--- src/rtl/quad_encoder_mc.sv ---
// rtl/quad_encoder_mc.sv - multi-channel quadrature decoder with filter, position, direction, error and velocity
//
// Each channel synchronises and glitch-filters its A/B pins. It then decodes
// Gray-code steps into a wrapping signed position, a direction with idle
// timeout, and a sticky illegal-transition flag. A single global window
// counter drives per-channel signed velocity snapshots.
//
// Ports:
//   clk, reset  clock, asynchronous active-high reset
//   enc_a/enc_b raw encoder pins, bit i = channel i
//   mode        count mode for all channels: 00/11=x4, 01=x2, 10=x1
//   pos_clr     per-channel synchronous position clear
//   err_clr     per-channel clear of the sticky error flag
//   dir         2 bits per channel: 01=CW, 11=CCW, 00=idle
//   position    POS_W bits per channel, signed, wrapping
//   velocity    VEL_W bits per channel, signed counts per window
//   vel_valid   one-cycle pulse when velocity is refreshed
//   err         per-channel sticky illegal-transition flag
module quad_encoder_mc #(
  parameter int NUM_CH     = 2,
  parameter int POS_W      = 32,
  parameter int VEL_W      = 16,
  parameter int FILT_LEN   = 4,
  parameter int IDLE_CYC   = 500_000,
  parameter int VEL_PERIOD = 50_000
) (
  input  logic                      clk,
  input  logic                      reset,
  input  logic [NUM_CH-1:0]         enc_a,
  input  logic [NUM_CH-1:0]         enc_b,
  input  logic [1:0]                mode,
  input  logic [NUM_CH-1:0]         pos_clr,
  input  logic [NUM_CH-1:0]         err_clr,
  output logic [2*NUM_CH-1:0]       dir,
  output logic [POS_W*NUM_CH-1:0]   position,
  output logic [VEL_W*NUM_CH-1:0]   velocity,
  output logic                      vel_valid,
  output logic [NUM_CH-1:0]         err
);

  // The filter counter only has to reach FILT_LEN-1.
  localparam int FCNT_W = (FILT_LEN > 1) ? $clog2(FILT_LEN) : 1;
  localparam int IDLE_W = $clog2(IDLE_CYC + 1);
  localparam int WIN_W  = $clog2(VEL_PERIOD);
  localparam logic signed [VEL_W:0] VEL_MAX = {2'b00, {(VEL_W-1){1'b1}}};
  localparam logic signed [VEL_W:0] VEL_MIN = -VEL_MAX;

  // The CW successor of a {A,B} state: 00 -> 10 -> 11 -> 01 -> 00.
  function automatic logic [1:0] cw_next(input logic [1:0] s);
    case (s)
      2'b00:   cw_next = 2'b10;
      2'b10:   cw_next = 2'b11;
      2'b11:   cw_next = 2'b01;
      default: cw_next = 2'b00;
    endcase
  endfunction

  logic [WIN_W-1:0] win_cnt;
  logic             win_last;

  assign win_last = (win_cnt == WIN_W'(VEL_PERIOD - 1));

  // vel_valid is registered so that it lines up with the velocity registers
  // that load on the same edge.
  always_ff @(posedge clk or posedge reset) begin
    if (reset) begin
      win_cnt   <= '0;
      vel_valid <= 1'b0;
    end else begin
      vel_valid <= win_last;
      win_cnt   <= win_last ? '0 : win_cnt + 1'b1;
    end
  end

  for (genvar ch = 0; ch < NUM_CH; ch++) begin : g_ch
    logic [1:0]              raw, sync1, sync2, filt, prev_s;
    logic [FCNT_W-1:0]       fcnt [2];
    logic                    changed, illegal, step_cw, step_ccw, qualify;
    logic                    cnt_up, cnt_dn;
    logic [POS_W-1:0]        pos_q;
    logic [1:0]              dir_q;
    logic [IDLE_W-1:0]       idle_cnt;
    logic                    err_q;
    logic signed [VEL_W-1:0] acc_q, vel_q, acc_sat;
    logic signed [VEL_W:0]   acc_sum;

    assign raw = {enc_a[ch], enc_b[ch]};

    // Bit 1 is A, bit 0 is B. A level is accepted only after the
    // synchronised input has disagreed with it for FILT_LEN straight cycles.
    always_ff @(posedge clk or posedge reset) begin
      if (reset) begin
        sync1   <= '0;
        sync2   <= '0;
        filt    <= '0;
        fcnt[0] <= '0;
        fcnt[1] <= '0;
      end else begin
        sync1 <= raw;
        sync2 <= sync1;
        for (int j = 0; j < 2; j++) begin
          if (sync2[j] == filt[j]) begin
            fcnt[j] <= '0;
          end else if (fcnt[j] == FCNT_W'(FILT_LEN - 1)) begin
            filt[j] <= sync2[j];
            fcnt[j] <= '0;
          end else begin
            fcnt[j] <= fcnt[j] + 1'b1;
          end
        end
      end
    end

    always_comb begin
      changed  = (filt != prev_s);
      illegal  = (filt == ~prev_s);
      step_cw  = changed && (filt == cw_next(prev_s));
      step_ccw = changed && (prev_s == cw_next(filt));
      case (mode)
        2'b01:   qualify = filt[1] ^ prev_s[1];
        2'b10:   qualify = (filt == 2'b00);
        default: qualify = 1'b1;
      endcase
      cnt_up  = step_cw & qualify;
      cnt_dn  = step_ccw & qualify;
      acc_sum = {acc_q[VEL_W-1], acc_q};
      if (cnt_up) begin
        acc_sum = acc_sum + (VEL_W+1)'(1);
      end else if (cnt_dn) begin
        acc_sum = acc_sum - (VEL_W+1)'(1);
      end
      if (acc_sum > VEL_MAX) begin
        acc_sat = VEL_MAX[VEL_W-1:0];
      end else if (acc_sum < VEL_MIN) begin
        acc_sat = VEL_MIN[VEL_W-1:0];
      end else begin
        acc_sat = acc_sum[VEL_W-1:0];
      end
    end

    always_ff @(posedge clk or posedge reset) begin
      if (reset) begin
        prev_s   <= '0;
        pos_q    <= '0;
        dir_q    <= '0;
        idle_cnt <= '0;
        err_q    <= 1'b0;
        acc_q    <= '0;
        vel_q    <= '0;
      end else begin
        prev_s <= filt;
        // Clear wins for position only; the step still reaches the accumulator.
        if (pos_clr[ch]) begin
          pos_q <= '0;
        end else if (cnt_up) begin
          pos_q <= pos_q + 1'b1;
        end else if (cnt_dn) begin
          pos_q <= pos_q - 1'b1;
        end
        if (step_cw || step_ccw) begin
          dir_q    <= step_cw ? 2'b01 : 2'b11;
          idle_cnt <= '0;
        end else begin
          if (idle_cnt != IDLE_W'(IDLE_CYC)) begin
            idle_cnt <= idle_cnt + 1'b1;
          end
          // Drop to idle on the edge where the counter reaches IDLE_CYC.
          if (idle_cnt >= IDLE_W'(IDLE_CYC - 1)) begin
            dir_q <= 2'b00;
          end
        end
        if (illegal) begin
          err_q <= 1'b1;
        end else if (err_clr[ch]) begin
          err_q <= 1'b0;
        end
        if (win_last) begin
          vel_q <= acc_sat;
          acc_q <= '0;
        end else begin
          acc_q <= acc_sat;
        end
      end
    end

    assign dir[2*ch +: 2]            = dir_q;
    assign position[POS_W*ch +: POS_W] = pos_q;
    assign velocity[VEL_W*ch +: VEL_W] = vel_q;
    assign err[ch]                   = err_q;
  end

endmodule
--- config.mk ---
export PLATFORM = sky130hd
export DESIGN_NAME = quad_encoder_mc
export DESIGN_NICKNAME = d
export VERILOG_FILES = /design/src/rtl/quad_encoder_mc.sv
export SDC_FILE = /design/constraint.sdc
export NUM_CORES = 1
export LEC_CHECK = 0
export ABC_CLOCK_PERIOD_IN_PS = 17300
export BUFFER_PORTS_ARGS = -buffer_cell sky130_fd_sc_hd__buf_2
export CORE_AREA = 2 2 186 188
export DETAILED_ROUTE_END_ITERATION = 10
export DIE_AREA = 0 0 188 190
export HOLD_SLACK_MARGIN = 0.1
export PLACE_DENSITY = 0.63
export SYNTH_ARGS = -nofsm -noshare
export SYNTH_HDL_FRONTEND = slang
export SYNTH_SLANG_ARGS = --single-unit
--- constraint.sdc ---
create_clock -name clk -period 17.3 [get_ports clk]
set_clock_uncertainty 0.15 [all_clocks]
set_input_delay 0.865 -clock clk [delete_from_list [all_inputs] [get_ports clk]]
set_output_delay 0.865 -clock clk [all_outputs]
set_load 0.05 [all_outputs]
# == Word level (Yosys, flattened, before mapping) ==
# Index checks and enable logic that the tools add are counted.
# word_totals
register_bits,213
input_bits,12
output_inout_bits,103
wordCells,157
# op_classes
n_addsub,15
order_cmp,6
eq_ne,29
n_mux,45
n_bitwise,12
reduce_logical,22
# ops
cell,count
$mux W32,6
$mux W16,7
$mux W19,4
$mux W17,4
$add A32 B1 Y32 const B,2
$sub A32 B1 Y32 const B,2
$add A19 B1 Y19 const B,2
$ge A19 B19 Y1 const B,2
$ne A19 B19 Y1 const B,2
$add A16 B2 Y17 const B,2
$gt A17 B16 Y1 const B,2
$lt A17 B16 Y1 const B,2
$sub A16 B2 Y17 const B,2
$mux W2,14
$eq A2 B2 Y1 const B,13
$pmux W2 S3,4
$add A16 B1 Y16 const B,1
$eq A16 B16 Y1 const B,1
$eq A2 B2 Y1,6
$reduce_bool A2 Y1,6
$add A2 B1 Y2 const B,4
$logic_not A2 Y1,4
$reduce_and A2 Y1,4
$reduce_bool A3 Y1,2
11 further kinds,31

# == Logic depth before layout (Yosys ltp) ==
# Gate-level depths: netlist of the first run.
# depth
ltp_word,11
mapped_depth,16
depth_no_buf,15

# == Least setup slack after synthesis of the first run ==
# Ideal clock, no wire load.
# synth_path
path_kind,input -> register
startpoint,input port mode[0]
endpoint,register g_ch[0].pos_q[22]
setup_time_ns,0.069
arrival_ns,4.645
required_ns,17.081
slack_ns,12.436
path_stages,16
n_path_buf,1
cell_sequence,inv_1 -> ha_1 -> a221o_1 -> buf_2 -> nand2_1 -> inv_1 -> fa_1 -> nor2b_1 -> o2111ai_1 -> a21bo_2 -> a21boi_0 -> o21ai_0 -> o211ai_1 -> a31oi_1 -> or4_1 -> nand3_1
# synth_via
elab_chain_len,5
elab_cells_between_ends,8
classes_between,2 x eq/ne; 3 x mux; 2 x bitwise; 1 x reduce/logical
# synth_rtl
element,line_no,source
from (decl),31,"input logic [1:0] mode,"
$eq A2 B2 Y1 / $eq A2 B1 Y1 (equally long branches),119,case (mode)
$pmux W1 S2 (*),119,
$and A1 B1 Y1,124,cnt_up = step_cw & qualify;
$mux W32,155,end else if (cnt_up) begin
$mux W32,153,if (pos_clr[ch]) begin
to (signal assigned),156,pos_q <= pos_q + 1'b1;
to (signal assigned),158,pos_q <= pos_q - 1'b1;
to (decl),80,logic [POS_W-1:0] pos_q;
# Every way passes the cells marked *; elsewhere a longest branch is shown, timed or not.
# A chain may end at the register's enable or synchronous reset.

# == Final worst setup path of the first run ==
# layout_path
startpoint,register g_ch[1].filt[1]
endpoint,register g_ch[1].pos_q[25]
# layout_via
elab_chain_len,6
elab_cells_between_ends,16
classes_between,5 x eq/ne; 4 x mux; 3 x bitwise; 4 x reduce/logical
# layout_rtl
element,line_no,source
from (decl),76,"logic [1:0] raw, sync1, sync2, filt, prev_s;"
"from (signal, indexed assignment)",105,filt[j] <= sync2[j];
$eq A2 B2 Y1 / $logic_not A2 Y1 (equally long branches),"50, 121",
$pmux W2 S3,50,case (s)
$eq A2 B2 Y1,118,step_ccw = changed && (prev_s == cw_next(filt));
$logic_and A1 B1 Y1,118,
$and A1 B1 Y1,125,cnt_dn = step_ccw & qualify;
$reduce_bool A3 Y1 (no line),--,
to (signal assigned),156,
to (signal assigned),158,
to (decl),80,
# Several ways; a longest one is shown, not always the timed one.

==> results of run 1 <==
-- registers in the layout (all words and copies together), names as in the netlist --
register       count
g_ch.fcnt          8
g_ch.dir_q         4
g_ch.idle_cnt     38
g_ch.acc_q        32
g_ch.prev_s        4
win_cnt           16
g_ch.filt          4
g_ch.err_q         2
g_ch.pos_q        64
g_ch.vel_q        32
g_ch.sync2         4
vel_valid          1
g_ch.sync1         4
-- layout by cell type (no fill, tap or decap), drive strengths merged, types with 6 or more instances in the layout --
| cell type | n |
|---|---|
| o21bai | 9 |
| or4 | 6 |
| dfrtp | 213 |
| a31oi | 17 |
| clkbuf | 32 |
| or3 | 21 |
| a21o | 32 |
| clkinv | 6 |
| nor4 | 27 |
| nor3 | 47 |
| a21oi | 130 |
| nand2 | 174 |
| and2 | 12 |
| buf | 126 |
| a211oi | 15 |
| ha | 75 |
| inv | 46 |
| xnor2 | 75 |
| xor2 | 51 |
| o31ai | 14 |
| o21ai | 83 |
| nand3b | 7 |
| a221o | 7 |
| a21boi | 9 |
| and3 | 13 |
| nand2b | 10 |
| nand3 | 66 |
| o211ai | 19 |
| nor2b | 14 |
| nand4 | 35 |
| nor2 | 156 |
-- worst max path at each step --
| stage | cells after the start | end | slack [ps] |
|---|---|---|---|
| floorplan | 1 | g_ch[0].acc_q[0] | 10460 |
| global placement | 17 | g_ch[1].pos_q[28] | 12320 |
| detailed placement | 17 | g_ch[1].pos_q[28] | 12200 |
| CTS | 14 | g_ch[1].pos_q[16] | 12640 |
| global route | 14 | g_ch[1].pos_q[28] | 12240 |
| finish | 14 | g_ch[1].pos_q[25] | 12660 |
-- cell type report --
cell class                      instances  share of cell area (%)
Clock buffer                           32                    4.60
Clock inverter                         14                    1.21
Inverter                               46                    1.18
Multi-Input combinational cell       1218                    50.0
Sequential cell                       213                    34.9
Tap cell                              455                    3.73
Timing Repair Buffer                  126                    4.33
-- critical path: cells and delay by family, from the launching register on --
family                     cells  cell delay, ps
AOI/OAI and AO/OA              6            1780
and+or+nand+nor                5             890
DFF                            1             540
xor gates and xnor gates       1             460
adders and majority gates      1             420
buffers and inverters          1             270
-- power by group through the flow --
stage | registers [mW] | logic [mW] | clock network [mW]
2_1_floorplan | 0.830 | 1.62 | 0
3_3_place_gp | 0.740 | 2.16 | 0
3_5_place_dp | 0.742 | 2.18 | 0
4_1_cts | 0.735 | 2.19 | 0.580
5_1_grt | 0.753 | 2.45 | 0.602
6_report | 0.736 | 2.19 | 0.566
-- through the flow --
step / hold slack [ps] / worst slack (ps)
final: 198 / 12660
after global routing: 213 / 12240
after CTS: 199 / 12640
after detailed placement: 185 / 12200
after global placement: 182 / 12320
after floorplan: 181 / 10460
-- layer usage --
metal / GRT usage [%] / wire length (um)
met4: 5.81 / 843
met2: 30.6 / 15400
met1: 24.7 / 15300
met5: 0 / 0
met3: 2.08 / 1390
-- logic make-up (layout without fill, tap and decap cells) --
group           after synthesis  count (layout)  synth area share [%]
simple gates                612             612                  21.9
fa+ha+maj                    77              77                  7.31
compound gates              394             394                  18.7
buf+inv                     109             218                  3.26
flops                       213             213                  39.8
mux                           9               9                 0.719
xor+xnor                    126             126                  8.30
==> metrics.cfg, run 1 <==
[run_status]
status=complete, no violations

[floorplan]
rows=68
num_io_pins=115
dieArea_mm2=0.0357
start_util_pct=39.5
coreArea_mm2=0.0339
fp.dieW_um=188
die_y_um=190

[yosys]
synth_top_area_share_pct=39.8
syn_avg_cell_area_um2=8.70
ys_seq_area_share_pct=39.8
syn_inst=1540
synth_top_cell_by_area=dfrtp_1
yosysMostFrequentCell=dfrtp_1
ys.flop_type=dfrtp_1
syn_area_mm2=0.0134
syn-num-nets=1629
synth.distinct_cells=72
netlist_top_cells_count=dfrtp_1, nand2_1, nor2_1, a21oi_1, o21ai_0
synth_edf_count=0
synth-async-reset-ratio_pct=100
ys_warn_count=0
ys_top_cells_by_area=dfrtp_1, ha_1, xnor2_1
synth_seq_cells=213

[clock_tree]
clock_path_buffers=3
cts_tree=built
htree_levels=1
postCtsSetupBuffers=0
clock_sinks=213
clk_pin_slew_ps=60
numCtsBuffers=25
cts-root-buf=clkbuf_16
clock_latency_ps=540
cts_resized=0
cts_hold_buf=0

[setup_path]
crit_arrival_ps=4950
reg2reg_from=g_ch[1].filt[1]
startpoint=g_ch[1].filt[1]
worst_path_max_delay_cell=dfrtp_1
slowest_delay_ps=540
ff2ff_setup_slack_ps=12660
start_kind=flop
r2r_end=g_ch[1].pos_q[25]
cp.required_ps=17610
crit_top_cell=nand3_1
r2r_cells=14
crit_fanout=33
path_cells=xor2_1 -> a221o_1 -> nand2_1 -> buf_4 -> ha_1 -> nand3_1 -> o21ai_0 -> nand3_1 -> o211ai_1 -> o31ai_1 -> o31ai_1 -> a31oi_1 -> or4_1 -> nand3_1
crit_type=reg -> reg
endpoint_kind=flop

[cells_and_area]
nFillCells=3372
drive_above_1_share_pct=11.6
stdcell_count=2104
multi_input_area_mm2=0.00763
nets=1719
regArea_mm2=0.00533
post-route-cell-area_mm2=0.0153
utilization_pct=44.9
diodes=0
syn_to_final_growth_pct=13.9

[timing]
finalCritPeriodShare_pct=26.8
fmax_mhz=215
finalCriticalPeriod_ps=4640
slew_headroom_pct=32.0
rsz0062_at_grt=no
hold_violations=0
finalSetupTns_ps=0
setup_viol=0
worstMarginPinSlew_ps=1010
slew_viol_final=0

[detailed_routing]
drc=0
wl_per_cell_um=15.7
dr.pass1.iters=5
route.vias.total=11700
wl_um=33000
ant_nets=0
drtIter0Drc=615
via_per_inst=5.54

[placement]
io_buffers=114
placed_area_mm2=0.0144
dp.cells=2058
gp_congestion=0.865
dp_hpwl_um=23200

[grt]
grt_pass1_wl_um=55400
grt_pass1_vias=11200
antenna_found_initial=0
grtUsageTotal_pct=18.3
grt_max_degree=135
grt_overflow=0

[min_path]
holdCritStartpoint=g_ch[1].sync1[1]
hold_depth=0
hold_path_class=reg -> reg
hold-path-endpoint=g_ch[1].sync2[1]

[power_and_ir_drop]
power_frac_comb_pct=62.8
fin_total_pwr_mw=3.50
cellLeakagePower_nw=6.82
p_seq_share_pct=21.1
peakVddDrop_v=0.000109
p_sw_share_pct=49.8
switching_power_mw=1.74
p_clk_share_pct=16.2
p_int_mw=1.75
powerDensity_mw_per_mm2=229

[job]
max_cap_violations=0

(Power assumes the default switching activity.)
==> inputs of run 2 (changes only) <==
ABC_CLOCK_PERIOD_IN_PS = 4380   (was 17300)
clock period = 4.38 ns   (was 17.3 ns; I/O delays follow)
==> run 2 against run 1 <==
Sequential power rose to 3.9 times the previous value. Setup slack worse by 12000 ps. Highest routed layer unchanged. Final area is 2.4% higher. Largest cell class unchanged. First-iteration DRC count up 4.6%. Critical path depth decreased by 1. Cell count increased by 1.5%.
==> metrics.cfg, run 2 (synthesis results as in run 1) <==
[run_status]
status=complete, no violations

[floorplan]
coreArea_mm2=0.0339  ; unchanged
start_util_pct=39.5  ; unchanged
num_io_pins=115  ; unchanged
die_y_um=190  ; unchanged
fp.dieW_um=188  ; unchanged
rows=68  ; unchanged
dieArea_mm2=0.0357  ; unchanged

[grt]
grt_pass1_wl_um=56000  ; +0.93%
grt_max_degree=129  ; -4.4%
grtUsageTotal_pct=18.5  ; +0.28 points
grt_overflow=0  ; unchanged
grt_pass1_vias=11200  ; -0.37%
antenna_found_initial=1  ; +1

[timing]
hold_violations=0  ; unchanged
finalCriticalPeriod_ps=4180  ; -461 ps
slew_viol_final=0  ; unchanged
worst_slack_ps=196  ; -12,460 ps
fin_hold_ws_ps=168  ; -29.6 ps
slew_headroom_pct=26.8  ; -5.2 points
finalCritPeriodShare_pct=95.5  ; +69 points
setup_viol=0  ; unchanged
fmax_mhz=239  ; +11%
worstMarginPinSlew_ps=1080  ; +76.7 ps

[setup_path]
worst_path_max_delay_cell=a2111oi_0
path_delay_family=compound AO/OA/AOI/OAI gates
crit_fanout=17  ; -48%
cp.required_ps=4690  ; -12,920 ps
r2r_cells=13  ; -1
ff2ff_setup_slack_ps=200  ; -12,460 ps
slowest_delay_ps=700  ; +160 ps
cp_num_buf_inv=1  ; unchanged
crit_type=reg -> reg
crit_arrival_ps=4500  ; -450 ps
start_kind=flop
r2r_end=g_ch[1].pos_q[16]
path_cells=xor2_2 -> a221o_1 -> nand2_2 -> buf_12 -> ha_1 -> a2111oi_0 -> a211oi_2 -> o31a_1 -> o21ai_0 -> nor4b_1 -> a31oi_1 -> a21o_1 -> a21oi_1
reg2reg_from=g_ch[1].filt[1]
endpoint_kind=flop

[cells_and_area]
largest_reg_flops=64  ; unchanged
multi_input_area_mm2=0.00766  ; +0.49%
stdcell_count=2135  ; +1.5%
regArea_mm2=0.00533  ; about the same
nFillCells=3361  ; -0.33%
top_regs=g_ch.pos_q x64, g_ch.idle_cnt x38
layout_commonest_cell=dfrtp_1
final_cell_mix=dfrtp_1, nand2_1, nor2_1
nets=1747  ; +1.6%
top_register=g_ch.pos_q
syn_to_final_growth_pct=16.6
drive_above_1_share_pct=13.1  ; +1.5 points

[clock_tree]
clk_pin_slew_ps=60  ; about the same
cts_tree=built
postCtsSetupBuffers=0  ; unchanged
htree_levels=1  ; unchanged
numCtsBuffers=27  ; +8.0%
cts-root-buf=clkbuf_16
clock_path_buffers=3  ; unchanged
clock_latency_ps=540  ; about the same
clock_sinks=213  ; unchanged

[detailed_routing]
drtIter0Drc=643  ; +4.6%
wl_met3_um=1380  ; -0.72%
via_per_inst=5.44  ; -1.9%
drc=0  ; unchanged
wl_met2_um=15600  ; +1.1%
ant_nets=0  ; unchanged
wl_per_cell_um=15.6  ; -0.30%
route.vias.total=11600  ; -0.42%
met1Wirelength_um=15600  ; +2.1%
dr.pass1.iters=5  ; unchanged
top_layer_used=met4
wl_um=33300  ; +1.2%

[min_path]
hold_path_class=in -> reg
hold_depth=2  ; +2
holdCritStartpoint=enc_a[0]
hold-path-endpoint=g_ch[0].sync1[1]

[power_and_ir_drop]
fin_total_pwr_mw=14.1  ; +300%
peakVddDrop_v=0.000503  ; +360%
cellLeakagePower_nw=7.00  ; +2.6%
powerDensity_mw_per_mm2=903  ; +290%

[placement]
gp_congestion=0.887  ; +2.5%
dp.cells=2074  ; +0.78%
place_ws_ps=86.3  ; -12,120 ps
io_buffers=114  ; unchanged
dp_hpwl_um=23500  ; +1.1%

[job]
max_cap_violations=0  ; unchanged

[run 2: cell count changes in the layout (fill, tap and decap cells not counted), moves of 3 or more]
cell	previous run	this run
dlygate4sd3_1	0	9
buf_4	12	25
nand2_1	174	171
buf_12	0	3
clkbuf_16	25	28
[run 2: metal layers]
layer,vias to the layer above,track usage (%)
li1,5822,-
met1,5516,25.4
met2,218,30.8
met3,59,2.66
met4,0,4.91
met5,-,0
[run 2: cell type report]
cell class                 instances  area share [%]
inverter                          46            1.13
antenna                            1          0.0160
clock buffer                      38            5.04
sequential                       213            34.1
timing repair buffer             152            5.98
clock inverter                    12           0.977
multi-input combinational       1218            49.1
tap                              455            3.64
[run 2: worst max path at each step]
stage	depth (start not counted)	slack, ps	to	from
after floorplan	16	70	g_ch[1].pos_q[28]	g_ch[1].filt[1]
after global placement	12	200	g_ch[0].pos_q[31]	g_ch[0].filt[1]
after detailed placement	12	90	g_ch[0].pos_q[31]	g_ch[0].filt[1]
after CTS	12	60	g_ch[0].pos_q[31]	g_ch[0].filt[1]
after global routing	13	-10	g_ch[1].pos_q[16]	g_ch[1].filt[1]
final	13	200	g_ch[1].pos_q[16]	g_ch[1].filt[1]
[run 2: power breakdown]
| part | total [mW] | switching (mW) | leakage (nW) | internal (mW) |
|---|---|---|---|---|
| logic | 8.88 | 5.56 | 3.86 | 3.32 |
| clock network | 2.31 | 0.886 | 0.452 | 1.43 |
| registers | 2.90 | 0.499 | 2.69 | 2.40 |
[run 2: repair_timing]
action / in CTS / in global routing
setup endpoints to repair: 0 / 16
resized for setup: 0 / 9
hold buffers: 9 / 0
hold endpoints to repair: 71 / 0
[run 2: worst register-to-register path: stages (launching register included)]
cell       delay (ps)
dfrtp_2           470
xor2_2            230
a221o_1           430
nand2_2           160
buf_12            170
ha_1              300
a2111oi_0         700
a211oi_2          200
o31a_1            290
o21ai_0           350
nor4b_1           280
a31oi_1            70
a21o_1            170
a21oi_1           130
[run 2: metrics by stage]
stage	TNS (ps)	util, %	cell area [um^2]
6_report	0	46.0	15600
5_1_grt	-15.3	46.0	15600
4_1_cts	0	45.8	15600
3_5_place_dp	0	42.8	14500
3_3_place_gp	0	42.8	14500
2_1_floorplan	0	-	13400
==> inputs of run 3 (changes only) <==
==> constraint.sdc (replaced) <==
create_clock -name clk -period 4.38 [get_ports clk]
set_clock_uncertainty 0.15 [all_clocks]
set_input_delay 0.657 -clock clk [delete_from_list [all_inputs] [get_ports clk]]
set_output_delay 0.657 -clock clk [all_outputs]
set_load 0.05 [all_outputs]
==> run 3 against run 2 <==
Clock power shrank 4%. Sequential power about the same. Combinational power grew 4.2%. Core utilization is 0.46 points higher. Die area unchanged. Maximum frequency rose by 1.5%. Sequential share of layout area down 0.34 points. Final area is 0.99% higher. Critical path depth unchanged. Global-route usage hardly changed. Critical path type unchanged.
==> metrics.cfg, run 3 (synthesis results as in run 1) <==
[run_status]
status=complete, no violations

[grt]
grt_max_degree=84  ; -35%
grtUsageMet1_pct=24.9  ; -0.42 points
grt_busiest_layer=met2
grt_util_met3_pct=2.56  ; -0.092 points
grt_pass1_wl_um=56300  ; +0.59%
grtUsageTotal_pct=18.6  ; +0.034 points
grt_pass1_vias=11500  ; +2.6%
antenna_found_initial=0  ; -1
grt_use_met2_pct=31.2  ; +0.37 points
grt_overflow=0  ; unchanged

[detailed_routing]
ant_nets=0  ; unchanged
drtIter0Drc=644  ; +0.16%
wl_um=33200  ; -0.45%
route.vias.total=11900  ; +2.6%
via_per_inst=5.51  ; +1.2%
dr.pass1.iters=6  ; +1
drc=0  ; unchanged
wl_per_cell_um=15.3  ; -1.7%

[cells_and_area]
syn_to_final_growth_pct=17.8
top_register=g_ch.pos_q
diodes=0  ; -1
final_cell_mix=dfrtp_1, nand2_1, nor2_1
top_regs=g_ch.pos_q x64, g_ch.idle_cnt x38
stdcell_count=2163  ; +1.3%
nFillCells=3349  ; -0.36%
nets=1776  ; +1.7%
drive_above_1_share_pct=14.6  ; +1.5 points
largest_reg_flops=64  ; unchanged
layout_commonest_cell=dfrtp_1
utilization_pct=46.5  ; +0.46 points

[timing]
hold_violations=0  ; unchanged
worstMarginPinSlew_ps=1100  ; +19.6 ps
worst_slack_ps=258  ; +62.6 ps
finalCritPeriodShare_pct=94.1  ; -1.4 points
slew_headroom_pct=25.5  ; -1.3 points
setup_viol=0  ; unchanged
fmax_mhz=243  ; +1.5%
rsz0062_at_grt=no
finalCriticalPeriod_ps=4120  ; -62.6 ps
slew_viol_final=0  ; unchanged

[floorplan]
num_io_pins=115  ; unchanged
fp.dieW_um=188  ; unchanged
dieArea_mm2=0.0357  ; unchanged
rows=68  ; unchanged
coreArea_mm2=0.0339  ; unchanged
start_util_pct=39.5  ; unchanged
die_y_um=190  ; unchanged

[placement]
dp.cells=2109  ; +1.7%
io_buffers=114  ; unchanged
place_ws_ps=-143  ; -229 ps
gp_congestion=0.898  ; +1.3%
dp_hpwl_um=23800  ; +1.3%

[setup_path]
path_cells=xor2_2 -> a221o_1 -> nand2_2 -> buf_12 -> ha_1 -> o21ai_0 -> nor4_1 -> a21o_1 -> o21ai_0 -> o31ai_1 -> a21oi_1 -> o31ai_1 -> mux2_2
cp_num_buf_inv=1  ; unchanged
crit_cells=13  ; unchanged
crit_type=reg -> reg
crit_fanout=23  ; +6
start_kind=flop
startpoint=g_ch[0].filt[1]
crit_arrival_ps=4410  ; -90 ps
worst_path_max_delay_cell=dfrtp_2
slowest_delay_ps=490  ; -210 ps
endpoint_kind=flop
cp.required_ps=4670  ; -20 ps
reg2reg_from=g_ch[0].filt[1]
path_delay_family=compound AO/OA/AOI/OAI gates
r2r_cells=13  ; unchanged

[job]
max_cap_violations=0  ; unchanged

[min_path]
hold_path_class=in -> reg
holdCritStartpoint=err_clr[0]
hold_depth=2  ; unchanged

[power_and_ir_drop]
powerDensity_mw_per_mm2=911  ; +0.87%
cellLeakagePower_nw=7.13  ; +1.9%
fin_total_pwr_mw=14.4  ; +1.9%
peakVddDrop_v=0.000464  ; -7.9%

[clock_tree]
clock_sinks=213  ; unchanged
clock_path_buffers=3  ; unchanged
cts_tree=built
clock_latency_ps=560  ; +20 ps
numCtsBuffers=27  ; unchanged
htree_levels=1  ; unchanged
clk_pin_slew_ps=60  ; about the same
cts-root-buf=clkbuf_16

run 3: power by group:
| group | leakage [nW] | switching (mW) | internal [mW] | total [mW] |
|---|---|---|---|---|
| clock | 0.444 | 0.876 | 1.34 | 2.22 |
| combinational | 3.99 | 5.61 | 3.63 | 9.25 |
| sequential | 2.69 | 0.497 | 2.40 | 2.90 |
run 3: per-stage QoR:
step	TNS, ps	cell area, um^2	hold WS [ps]
2_1_floorplan	0	13400	181
3_3_place_gp	-59.5	14800	185
3_5_place_dp	-556	14800	186
4_1_cts	0	15700	112
5_1_grt	0	15800	130
6_report	0	15800	138
run 3: cell type report:
type,instances,area [um^2],area share (%)
Inverter,46,176,1.12
Timing Repair Buffer,181,1130,7.19
Clock inverter,8,75.1,0.476
Clock buffer,42,822,5.21
Sequential cell,213,5330,33.8
Multi-Input combinational cell,1218,7670,48.6
Tap cell,455,569,3.61
run 3: worst reg2reg max path: stages, from the launching register on:
cell and delay, ps:
dfrtp_2 490, xor2_2 330, a221o_1 270, nand2_2 130
buf_12 190, ha_1 380, o21ai_0 120, nor4_1 340
a21o_1 190, o21ai_0 130, o31ai_1 370, a21oi_1 190
o31ai_1 370, mux2_2 370
run 3: layer usage:
metal / part of all wire (%) / vias to the layer above
met5: 0 / -
met4: 2.3 / 0
met3: 4.4 / 58
met2: 47 / 262
met1: 46 / 5735
li1: - / 5859
run 3: worst paths after layout:
check	slack (ps)	end
max	260	g_ch[0].pos_q[31]
max reg2reg	260	g_ch[0].pos_q[31]
min in group asynchronous	170	g_ch[0].pos_q[28]
min	140	g_ch[0].err_q
min reg2reg	200	g_ch[0].sync2[1]
max in group asynchronous	2970	g_ch[1].pos_q[21]
run 3: timing repair:
| item | 4_1_cts | 5_1_grt |
|---|---|---|
| setup buffers | 0 | 0 |
| endpoints found under the hold margin | 4 | 0 |
| hold buffers | 4 | 0 |
| setup endpoints to repair | 0 | 8 |
| gates resized for setup | 0 | 6 |
